## config.mk

```make
export PLATFORM = sky130hd
export DESIGN_NAME = sdram_read_arbiter
export DESIGN_NICKNAME = d
export VERILOG_FILES = /design/src/rtl/sdram_read_arbiter.sv
export SDC_FILE = /design/constraint.sdc
export NUM_CORES = 1
export LEC_CHECK = 0
export BUFFER_PORTS_ARGS = -buffer_cell sky130_fd_sc_hd__buf_4
export CORE_AREA = 3 3 599 601
export CTS_BUF_LIST = sky130_fd_sc_hd__clkbuf_2
export DETAILED_ROUTE_END_ITERATION = 7
export DIE_AREA = 0 0 602 604
export PLACE_DENSITY = 0.3
export SETUP_SLACK_MARGIN = 0.15
export SYNTH_ARGS = -nofsm -noshare
export SYNTH_HDL_FRONTEND = slang
export SYNTH_SLANG_ARGS = --single-unit
```

## constraint.sdc

```tcl
create_clock -name clk -period 11.15 [get_ports clk]
set_clock_uncertainty 0.05 [all_clocks]
set_input_delay 0 -clock clk [delete_from_list [all_inputs] [get_ports clk]]
set_output_delay 0 -clock clk [all_outputs]
set_load 0.1 [all_outputs]
```

## src/rtl/sdram_read_arbiter.sv

```systemverilog
// Round-robin owner of the single SDRAM read master.
// Grants one requester, issues its read command, counts beats, pulses done.
module sdram_read_arbiter #(
    parameter  int NUM_PORTS = 32,
    parameter  int ADDR_W    = 32,
    parameter  int LEN_W     = 11,
    localparam int SEL_W     = $clog2(NUM_PORTS)
) (
    input  logic                        clk,
    input  logic                        rst_n,
    input  logic                        enable,
    input  logic [NUM_PORTS-1:0]        req,
    input  logic [NUM_PORTS*ADDR_W-1:0] req_addr,
    input  logic [NUM_PORTS*LEN_W-1:0]  req_len,
    output logic [NUM_PORTS-1:0]        gnt,
    output logic [SEL_W-1:0]            sel,
    output logic                        cmd_valid,
    input  logic                        cmd_ready,
    output logic [ADDR_W-1:0]           cmd_addr,
    output logic [LEN_W-1:0]            cmd_len,
    input  logic                        rd_valid,
    output logic [NUM_PORTS-1:0]        done,
    output logic                        busy
);

    localparam logic [1:0] S_IDLE = 2'd0;
    localparam logic [1:0] S_CMD  = 2'd1;
    localparam logic [1:0] S_DATA = 2'd2;
    localparam logic [1:0] S_DONE = 2'd3;

    logic [1:0]           r_state;
    logic [SEL_W-1:0]     r_ptr;
    logic [LEN_W-1:0]     r_cnt;
    logic [NUM_PORTS-1:0] r_gnt;
    logic [SEL_W-1:0]     r_sel;
    logic [ADDR_W-1:0]    r_addr;
    logic [LEN_W-1:0]     r_len;

    logic                 w_found;
    logic [SEL_W-1:0]     w_pick;
    logic [SEL_W-1:0]     w_idx;
    logic [ADDR_W-1:0]    w_pick_addr;
    logic [LEN_W-1:0]     w_pick_len;

    // First requester at or after the rr pointer, wrapping around.
    always_comb begin
        w_found = 1'b0;
        w_pick  = '0;
        w_idx   = '0;
        for (int k = 0; k < NUM_PORTS; k++) begin
            w_idx = r_ptr + SEL_W'(k);
            if (!w_found && req[w_idx]) begin
                w_found = 1'b1;
                w_pick  = w_idx;
            end
        end
    end

    assign w_pick_addr = req_addr[int'(w_pick)*ADDR_W +: ADDR_W];
    assign w_pick_len  = req_len[int'(w_pick)*LEN_W +: LEN_W];

    // Transfer sequencing; grant and command fields are frozen for the whole burst.
    always_ff @(posedge clk or negedge rst_n) begin
        if (!rst_n) begin
            r_state <= S_IDLE;
            r_ptr   <= '0;
            r_cnt   <= '0;
            r_gnt   <= '0;
            r_sel   <= '0;
            r_addr  <= '0;
            r_len   <= '0;
        end else begin
            case (r_state)
                S_IDLE: begin
                    if (enable && w_found) begin
                        r_gnt   <= NUM_PORTS'(1) << w_pick;
                        r_sel   <= w_pick;
                        r_addr  <= w_pick_addr;
                        r_len   <= w_pick_len;
                        r_state <= (w_pick_len == '0) ? S_DONE : S_CMD;
                    end
                end
                S_CMD: begin
                    if (cmd_ready) begin
                        r_cnt   <= '0;
                        r_state <= S_DATA;
                    end
                end
                S_DATA: begin
                    if (rd_valid) begin
                        r_cnt <= r_cnt + 1'b1;
                        if (r_cnt == r_len - 1'b1) begin
                            r_state <= S_DONE;
                        end
                    end
                end
                default: begin
                    r_ptr   <= r_sel + 1'b1;
                    r_gnt   <= '0;
                    r_state <= S_IDLE;
                end
            endcase
        end
    end

    assign gnt       = r_gnt;
    assign sel       = r_sel;
    assign cmd_valid = (r_state == S_CMD);
    assign cmd_addr  = r_addr;
    assign cmd_len   = r_len;
    assign done      = (r_state == S_DONE) ? r_gnt : '0;
    assign busy      = (r_state != S_IDLE);

endmodule

```

==> impl_results.md, run 1 <==
* Status: completed
* DP HPWL at 274 mm
* IO buf count at 1526
* Vias per std cell at 3.52
* RSZ-0062 raised after global routing: false
* Final Util at 12.3%
* Synthesized area at 22700 sq um
* Initial Utilization at 6.41%
* HP Start: req_addr[103]
* Grt total ovfl at 0
* Width of the die at 602 um
* Compound-gate portion of the synthesized area at 17.7%
* Core Region at 353000 sq um
* Worst R2R Start: r_ptr[0]$_DFFE_PN0N_
* Row cnt at 218
* Worst setup EP type: flip-flop
* Syn nets at 3719
* #FFs+latches synth at 98
* Synth cell types at 99
* Worst-Margin Slew at 1210 ps
* Clk sinks at 98
* Reg-to-reg endpoint: r_state[1]$_DFFE_PN0P_
* Hold WS at 53.2 ps
* Drt wl/cell at 34.8 um
* Worst Hold Path EP: cmd_addr[7]$_DFFE_PN0P_
* Initial DRT Pass Iterations at 5
* DIE AREA at 364000 sq um
* Synth Flop Type: dfrtp_1
* R2R depth at 25
* Min cycle time layout at 10800 ps
* Synth warnings at 0
* Area growth from synthesis to layout at 91.3%
* HP Class: in -> reg
* DRT antenna net count at 0
* Area contributors post-synth: mux4_2 (38%), dfrtp_1 (11%), mux2i_1 (7.2%), a211oi_1 (3.6%), o21ai_0 (3.3%)
* Worst-Skew Late Latency at 990 ps
* Largest net degree at the start of global routing at 75
* Num ports at 1527
* Root Driver: clkbuf_2
* Initial detailed-routing violation count at 2726
* Setup WS pre-CTS at 1730 ps
* Die span in y at 604 um
* Mean Syn Cell Area at 9.91 sq um
* XOR/XNOR share of the synthesized area at 2.13%
* Final WL at 306 mm
* Layout Nets at 5445
* Fmax at 92.6 MHz
* GR Util All Layers at 16.1%
* Critical path type: reg -> reg
* Period utilisation layout at 96.8%
* Simple-gate area share of the yosys netlist at 15.0%
* # Post-CTS Setup Buffers at 0
* Placer Congestion at 0.953
* Final setup vio count at 0
* First-pass GRT wire length at 378 mm
* CP max FO at 31
* Ys async rst share at 100%
* Max Cap Viol at 0
* Layout cells sized above 1 at 56.3%
* Data arrival, critical path at 11750 ps
* CP startpoint: r_ptr[0]$_DFFE_PN0N_
* Final hold vios at 0
* Post-synthesis cell count at 2286
* Vias at 31000
* Setup tns final at 0 ps
* Register-to-register path setup slack at 350 ps
* Final worst slack at 355 ps
* Mux contribution to synthesized area at 48.1%
* Yosys top cell area share at 38.1%
* Initial antenna violation count at 190
* CP startpoint kind: flip-flop
* Adder-cell share of the synthesized area at 1.10%
* Slew margin rel. at 19.6%
* Area leader, netlist: mux4_2
* Post-route DRC at 0
* Pins Over Slew Limit at 0
* CP required at 12100 ps
* Largest family of logic cells by synthesized area: multiplexers
* Sequential share of the synthesized area at 10.8%
* Number of global-route vias before repair at 31900
* Hold Path Depth at 6
* Area occupied by multi-input gates at 19300 sq um
* Worst-path clk slew at 540 ps
* Fill cells at 40700
* CTS tree: built
* Post-synth EDFFs at 0
* Storage element area at 2460 sq um
* H-Tree Depth at 3
* Cts bufs inserted at 9
* Clock Tree Buf Depth at 2
[critical path, cell delays in order, from the launching register on]
cell and delay [ps]:
dfrtp_1 450, buf_4 390, ha_1 930, xor2_2 560, o211ai_1 280, nand4_1 370
mux2i_1 560, nand3_1 350, or3_1 680, nor3_4 590, nand3_2 310, o21ai_0 320
a21oi_1 200, a31o_4 350, or4_4 680, buf_4 270, buf_4 190, nor2_1 270
nor4_1 100, dlygate4sd3_1 570, a21oi_1 110, dlygate4sd3_1 560, buf_4 160, dlygate4sd3_1 700
a31o_1 170, dlygate4sd3_1 530
[Yosys cell counts (6+ instances only)]
library cell and instances:
dfrtp_1 98, or3_1 20, a21oi_1 140, a31oi_1 19
a21boi_0 7, o31ai_1 7, xnor2_1 36, a211oi_1 110
nor3_1 48, mux2_2 48, nand2_1 198, nand2b_1 11
a22o_1 9, nand4_1 27, a221o_1 8, a221oi_1 8
and2_1 78, mux2i_1 163, inv_1 23, buf_6 9
nor2_1 108, nor4_1 15, buf_2 98, a2111oi_0 6
and3_1 16, xor2_1 19, buf_4 10, ha_1 20
nor2b_1 32, o22ai_1 33, o21ai_0 150, o21ai_1 6
buf_1 10, o21a_1 8, nand3_1 47, a22oi_1 9
clkbuf_1 92, mux4_2 383, o211ai_1 13, o2111ai_1 7
[cells by family (layout without fill, tap and decap cells)]
family                   after synthesis  count (layout)
adder cells (fa/ha/maj)               20              20
multiplexers                         599             599
other                                  0              58
AO/OA/AOI/OAI                        614             614
AND/OR/NAND/NOR                      654             654
flip-flops                            98              98
XOR/XNOR                              55              55
buffers and inverters                246            1977
[repair_timing]
item	CTS	global route
hold buffers	206	0
endpoints found under the hold margin	177	0
gates resized for setup	0	4
endpoints found under the setup margin	0	5
[metrics by stage]
step / cell area (sq um) / cells
floorplan: 22700 / 2286
global placement: 41000 / 8525
detailed placement: 41000 / 8525
CTS: 43200 / 8747
global route: 43300 / 8786
finish: 43300 / 8805
[layout by cell type (no fill, tap or decap), drive strengths merged, types with 58 or more instances in the layout]
master / synthesis / routed
buf: 127 / 1729
mux4: 384 / 384
dlygate4sd3: 0 / 205
nand2: 198 / 198
mux2i: 165 / 165
o21ai: 156 / 156
a21oi: 142 / 142
a211oi: 110 / 110
nor2: 109 / 109
dfrtp: 98 / 98
and2: 83 / 83
diode: 0 / 58
[how the worst max path moves through the flow]
stage,end
final,r_state[1]$_DFFE_PN0P_
after global routing,r_state[1]$_DFFE_PN0P_
after CTS,r_state[1]$_DFFE_PN0P_
after detailed placement,r_state[1]$_DFFE_PN0P_
after global placement,r_state[1]$_DFFE_PN0P_
after floorplan,r_state[1]$_DFFE_PN0P_
[cell type report]
class / instances / share of cell area, %
tap: 4730 / 13.7
inverter: 27 / 0.234
clock buffer: 9 / 0.104
antenna: 58 / 0.335
multi-input combinational: 1942 / 44.6
sequential: 98 / 5.67
timing repair buffer: 1934 / 35.2
clock inverter: 7 / 0.217
[sequential cells by signal, indices dropped and copies added (netlist names)]
signal and cells:
cmd_len 11, r_ptr 5, sel 5, r_state 2, r_cnt 11, cmd_addr 32, gnt 32
[per-layer routing]
metal  vias up  part of all wire [%]  track usage (%)
li1      12900                     -                -
met3       338                   6.3             3.51
met5         -                  0.14                0
met4        64                   3.0             3.96
met1     16100                    38             18.2
met2      1635                    53             30.2
Power of run 1 is left out: the tool's default activity adds up to more than one toggle a clock period on the data nets, which glitch-free logic cannot reach.
==> run 2: changes to the inputs <==
CORE_AREA = 3 3 598 600   (was 3 3 599 601)
DIE_AREA = 0 0 601 603   (was 0 0 602 604)
==> run 2 against run 1 <==
Against the previous run:
- register-to-register slack better by 230 ps
- maximum frequency rose by 2.2%
- sequential share of layout area is essentially flat
- wire length about the same
- global-route usage grew 0.088 points
- via count down 0.52%
- flip-flop and latch count is the same
- first-iteration DRC count down 1.8%
- cell count decreased by 0.41%
- critical path type unchanged
==> impl_results.md, run 2 (same netlist as run 1, synthesis figures left out) <==
* Clock Tree Buf Depth at 2
* Root Driver: clkbuf_2
* H-Tree Depth at 3
* Status: completed
* CP max FO at 46
* Area growth from synthesis to layout at 90.3%
* Largest net degree at the start of global routing at 64
* Worst-Margin Slew at 1230 ps
* Vias per std cell at 3.52
* HP Start: req_len[166]
* Setup tns final at 0 ps
* Worst setup EP type: flip-flop
* Initial Utilization at 6.42%
* Layout cells sized above 1 at 56.1%
* Inst Count DP at 8494
* Cts bufs inserted at 9
* Period utilisation layout at 94.7%
* Register-to-register path setup slack at 590 ps
* Hold WS at 249 ps
* Worst-path clk slew at 460 ps
* Critical path type: reg -> reg
* Worst-Skew Late Latency at 970 ps
* Vias at 30900
* Number of global-route vias before repair at 32200
* Layout Nets at 5409
* Final hold vios at 0
* Initial detailed-routing violation count at 2677
* GR Util All Layers at 16.2%
* Hold Path Depth at 6
* Fmax at 94.7 MHz
* Initial antenna violation count at 165
* Most common cell after layout, fill and taps aside: buf_4
* CTS tree: built
* Slew margin rel. at 17.3%
* RSZ-0062 raised after global routing: false
* HP Class: in -> reg
* First-pass GRT wire length at 379 mm
* Reg-to-reg endpoint: r_state[1]$_DFFE_PN0P_
* Die span in y at 603 um
* DP HPWL at 273 mm
* Clk sinks at 98
* IO buf count at 1526
* Pins Over Slew Limit at 0
* Core Region at 353000 sq um
* Worst Hold Path EP: cmd_len[1]$_DFFE_PN0P_
* CP startpoint kind: flip-flop
* Final WL at 306 mm
* Grt total ovfl at 0
* Max Cap Viol at 0
* Most frequent cells in the layout: buf_4 (1673), mux4_2 (383), dlygate4sd3_1 (200), nand2_1 (197), mux2i_1 (162)
* Min cycle time layout at 10560 ps
* Final Non-Filler Cells at 8769
* Row cnt at 218
* Initial DRT Pass Iterations at 5
* Drt wl/cell at 34.9 um
* DIE AREA at 362000 sq um
* CP required at 12010 ps
* Data arrival, critical path at 11420 ps
* Post-route DRC at 0
* Placer Congestion at 0.960
* DRT antenna net count at 0
* Final setup vio count at 0
* Worst R2R Start: r_ptr[1]$_DFFE_PN0N_
* Num ports at 1527
* R2R depth at 23
* Width of the die at 601 um
run 2: cell count changes in the layout (fill, tap and decap cells not counted), sizes merged:
cell	before	now
diode	58	59
inv	29	27
buf	1729	1698
clkinv	3	5
dlygate4sd3	205	200
clkinvlp	1	0
run 2: final cells by class:
type	count	area (sq um)
timing repair buffer	1898	15000
fill	40600	310000
inverter	27	101
multi-input combinational	1942	19300
antenna	59	148
clock inverter	6	66.3
tap	4730	5920
clock buffer	9	45.0
sequential	98	2460
run 2: worst max path at each step:
stage                         start                       end  slack, ps  depth (start not counted)
2_1_floorplan  r_ptr[1]$_DFFE_PN0N_    r_state[1]$_DFFE_PN0P_       3800                         29
5_1_grt        r_ptr[1]$_DFFE_PN0N_    r_state[1]$_DFFE_PN0P_        230                         23
3_3_place_gp   r_ptr[1]$_DFFE_PN0N_    r_state[1]$_DFFE_PN0P_       -260                         20
4_1_cts        r_ptr[1]$_DFFE_PN0N_   cmd_addr[8]$_DFFE_PN0P_        210                         24
6_report       r_ptr[1]$_DFFE_PN0N_    r_state[1]$_DFFE_PN0P_        590                         23
3_5_place_dp   r_ptr[1]$_DFFE_PN0N_  cmd_addr[10]$_DFFE_PN0P_       1610                         20
run 2: through the flow:
stage | worst slack (ps) | utilization [%] | cell area, sq um
2_1_floorplan | 3800 | - | 22700
3_3_place_gp | -261 | 11.6 | 40800
5_1_grt | 232 | 12.2 | 43000
6_report | 587 | 12.2 | 43100
4_1_cts | 206 | 12.2 | 42900
3_5_place_dp | 1610 | 11.6 | 40800
run 2: routing by layer:
layer / vias up / routed length (um) / track usage, %
met3: 296 / 19000 / 3.17
li1: 12800 / - / -
met5: - / 406 / 0
met4: 60 / 9110 / 4.29
met1: 16100 / 119000 / 19.0
met2: 1614 / 159000 / 29.7
run 2: critical path: stages, from the launching register on:
cell and delay (ps):
dfrtp_4 510, buf_4 530, buf_6 460, mux4_1 630, mux4_2 500, mux2_2 340, a211o_1 350, nand4b_2 500
nor4_4 710, nand3_1 420, a21oi_1 390, a311o_1 220, o21ai_0 140, a31o_4 310, or4_4 800, a221o_1 370
dlygate4sd3_1 570, o221a_1 240, dlygate4sd3_1 580, a21oi_2 260, nand4_1 390, and4b_1 380, dlygate4sd3_1 560, a31o_1 140
run 2: what timing repair did:
item                       in CTS  in global routing
setup endpoints to repair       0                 16
hold endpoints to repair      191                  0
buffers inserted                0                  0
hold buffers                  201                  0
resized for setup               0                  4
Power of run 2 is left out for the same reason.
==> run 3: changes to the inputs <==
REMOVE_ABC_BUFFERS = 1   (was default)
==> run 3 against run 2 <==
Against the previous run:
- cell count increased by 0.97%
- critical path depth increased by 1
- core utilization increased by 0.24 points
- maximum frequency increased by 0.49%
- global-route usage decreased by 1.9 points
- hold slack improved by 79 ps
- first-iteration DRC count decreased by 8.0%
- count of clock-buffer cells in the layout increased by 6
- critical path type unchanged
- critical endpoint is now cmd_addr[16]$_DFFE_PN0P_
- highest routed layer unchanged
==> impl_results.md, run 3 (same netlist as run 1, synthesis figures left out) <==
* Drt wl/cell at 30.5 um
* Pins Over Slew Limit at 0
* Fmax at 95.1 MHz
* Num ports at 1527
* Final hold vios at 0
* DRT antenna net count at 0
* Initial antenna violation count at 136
* Worst-Skew Late Latency at 1120 ps
* GR Util All Layers at 14.3%
* Slowest cell delay on critical path at 850 ps
* Setup WS pre-CTS at 1830 ps
* Row cnt at 218
* CP startpoint kind: flip-flop
* Post-route DRC at 0
* Worst-Margin Slew at 1100 ps
* Crit path max-delay cell type: dfrtp_4
* Top layer in use: met5
* Final setup vio count at 0
* Worst path most repeated cell: dlygate4sd3_1
* HP Class: in -> reg
* Setup tns final at 0 ps
* H-Tree Depth at 3
* Number of global-route vias before repair at 32100
* Hold WS at 327 ps
* Worst-path clk slew at 530 ps
* First-pass GRT wire length at 342 mm
* Crit path buf inv count at 9
* Root Driver: clkbuf_2
* Top Family by Delay on Critical Path: buffers and inverters
* Initial Utilization at 6.42%
* Width of the die at 601 um
* Grt total ovfl at 0
* Vias at 30600
* Worst-path cell chain: inv_1, ha_4, mux4_2, mux4_2, mux2i_1, o211a_1, nand4_2, nor3_4, and3_2, buf_4, or2_1, o31a_4, buf_12, buf_12, buf_4, mux4_2, dlygate4sd3_1, a211oi_1, dlygate4sd3_1, a21oi_1, dlygate4sd3_1, a21oi_1, dlygate4sd3_1, o21ai_0
* Data arrival, critical path at 11410 ps
* Core Region at 353000 sq um
* Layout Nets at 5507
* Largest net degree at the start of global routing at 77
* Period utilisation layout at 94.3%
* Most common cell after layout, fill and taps aside: buf_4
* Met2 wire len at 144 mm
* RSZ-0062 raised after global routing: false
* Metal3 WL at 15.8 mm
* Vias per std cell at 3.45
* Critical path type: reg -> reg
* CP max FO at 36
* Area growth from synthesis to layout at 93.9%
* Initial detailed-routing violation count at 2462
* DIE AREA at 362000 sq um
* Die span in y at 603 um
* Most frequent cells in the layout: buf_4 (1648), mux4_2 (383), dlygate4sd3_1 (324), nand2_1 (197), mux2i_1 (162)
* IO buf count at 1526
* Final worst slack at 639 ps
* Layout cells sized above 1 at 53.6%
* Max Cap Viol at 0
* Cts bufs inserted at 13
* CP required at 12050 ps
* Placer Congestion at 0.953
* M1 wire length at 100 mm
* Worst setup EP type: flip-flop
* Initial DRT Pass Iterations at 5
* # Post-CTS Setup Buffers at 0
* Final WL at 270 mm
* Clock Tree Buf Depth at 3
* CTS tree: built
* Min cycle time layout at 10510 ps
* DP HPWL at 237 mm
* Slew margin rel. at 24.7%
* Clk sinks at 98
* Status: completed
[run 3: changes by cell type in the layout (fill, tap and decap cells not counted), sizes merged]
cell,previous run,this run
buf,1698,1668
clkbuf,9,15
clkinv,5,3
diode,59,48
dlygate4sd3,200,324
inv,27,25
[run 3: layout make-up]
class,instances,area [sq um]
diodes,48,120
clock buffers,15,75.1
clock inverters,2,33.8
fillers,40600,309000
inverters,27,101
multi-input cells,1942,19200
flip-flops and latches,98,2460
well taps,4730,5920
repair buffers,1992,16000
[run 3: path summary, 6_finish.rpt]
path                                                  to                     from  cells after the start  slack, ps
worst max-delay path            cmd_addr[16]$_DFFE_PN0P_     r_ptr[1]$_DFFE_PN0N_                     24        640
worst min-delay path              cmd_len[0]$_DFFE_PN0P_              req_len[88]                      8        330
worst max register to register  cmd_addr[16]$_DFFE_PN0P_     r_ptr[1]$_DFFE_PN0N_                     24        640
worst min register to register   cmd_addr[4]$_DFFE_PN0P_  cmd_addr[4]$_DFFE_PN0P_                      2        480
max in group asynchronous            gnt[19]$_DFFE_PN0P_                    rst_n                      6       9500
min in group asynchronous             gnt[0]$_DFFE_PN0P_                    rst_n                      5        490
[run 3: routing by layer]
layer,GRT usage [%],up-vias
li1,-,13000
met1,16.1,15800
met2,27.0,1476
met3,2.41,309
met4,4.25,46
met5,0,-
[run 3: worst register-to-register path, stage by stage, from the launching register on]
cell           delay (ps)
dfrtp_4               850
inv_1                 410
ha_4                  560
mux4_2                650
mux4_2                610
mux2i_1               540
o211a_1               340
nand4_2               350
nor3_4                530
and3_2                300
buf_4                 290
or2_1                 230
o31a_4                460
buf_12                260
buf_12                350
buf_4                 410
mux4_2                350
dlygate4sd3_1         600
a211oi_1              210
dlygate4sd3_1         580
a21oi_1                40
dlygate4sd3_1         580
a21oi_1               150
dlygate4sd3_1         560
o21ai_0                70
[run 3: metrics by stage]
step                      cells  util, %  instance area [sq um]
after floorplan            2067        -                  21600
after global placement     8464     11.5                  40400
after detailed placement   8464     11.5                  40400
after CTS                  8806     12.4                  43800
after global routing       8827     12.4                  43900
final                      8854     12.5                  43900
[run 3: timing repair]
item	4_1_cts	5_1_grt
gates resized for setup	0	5
hold buffers	325	0
endpoints found under the hold margin	191	0
endpoints found under the setup margin	0	39
Power of run 3 is left out for the same reason.
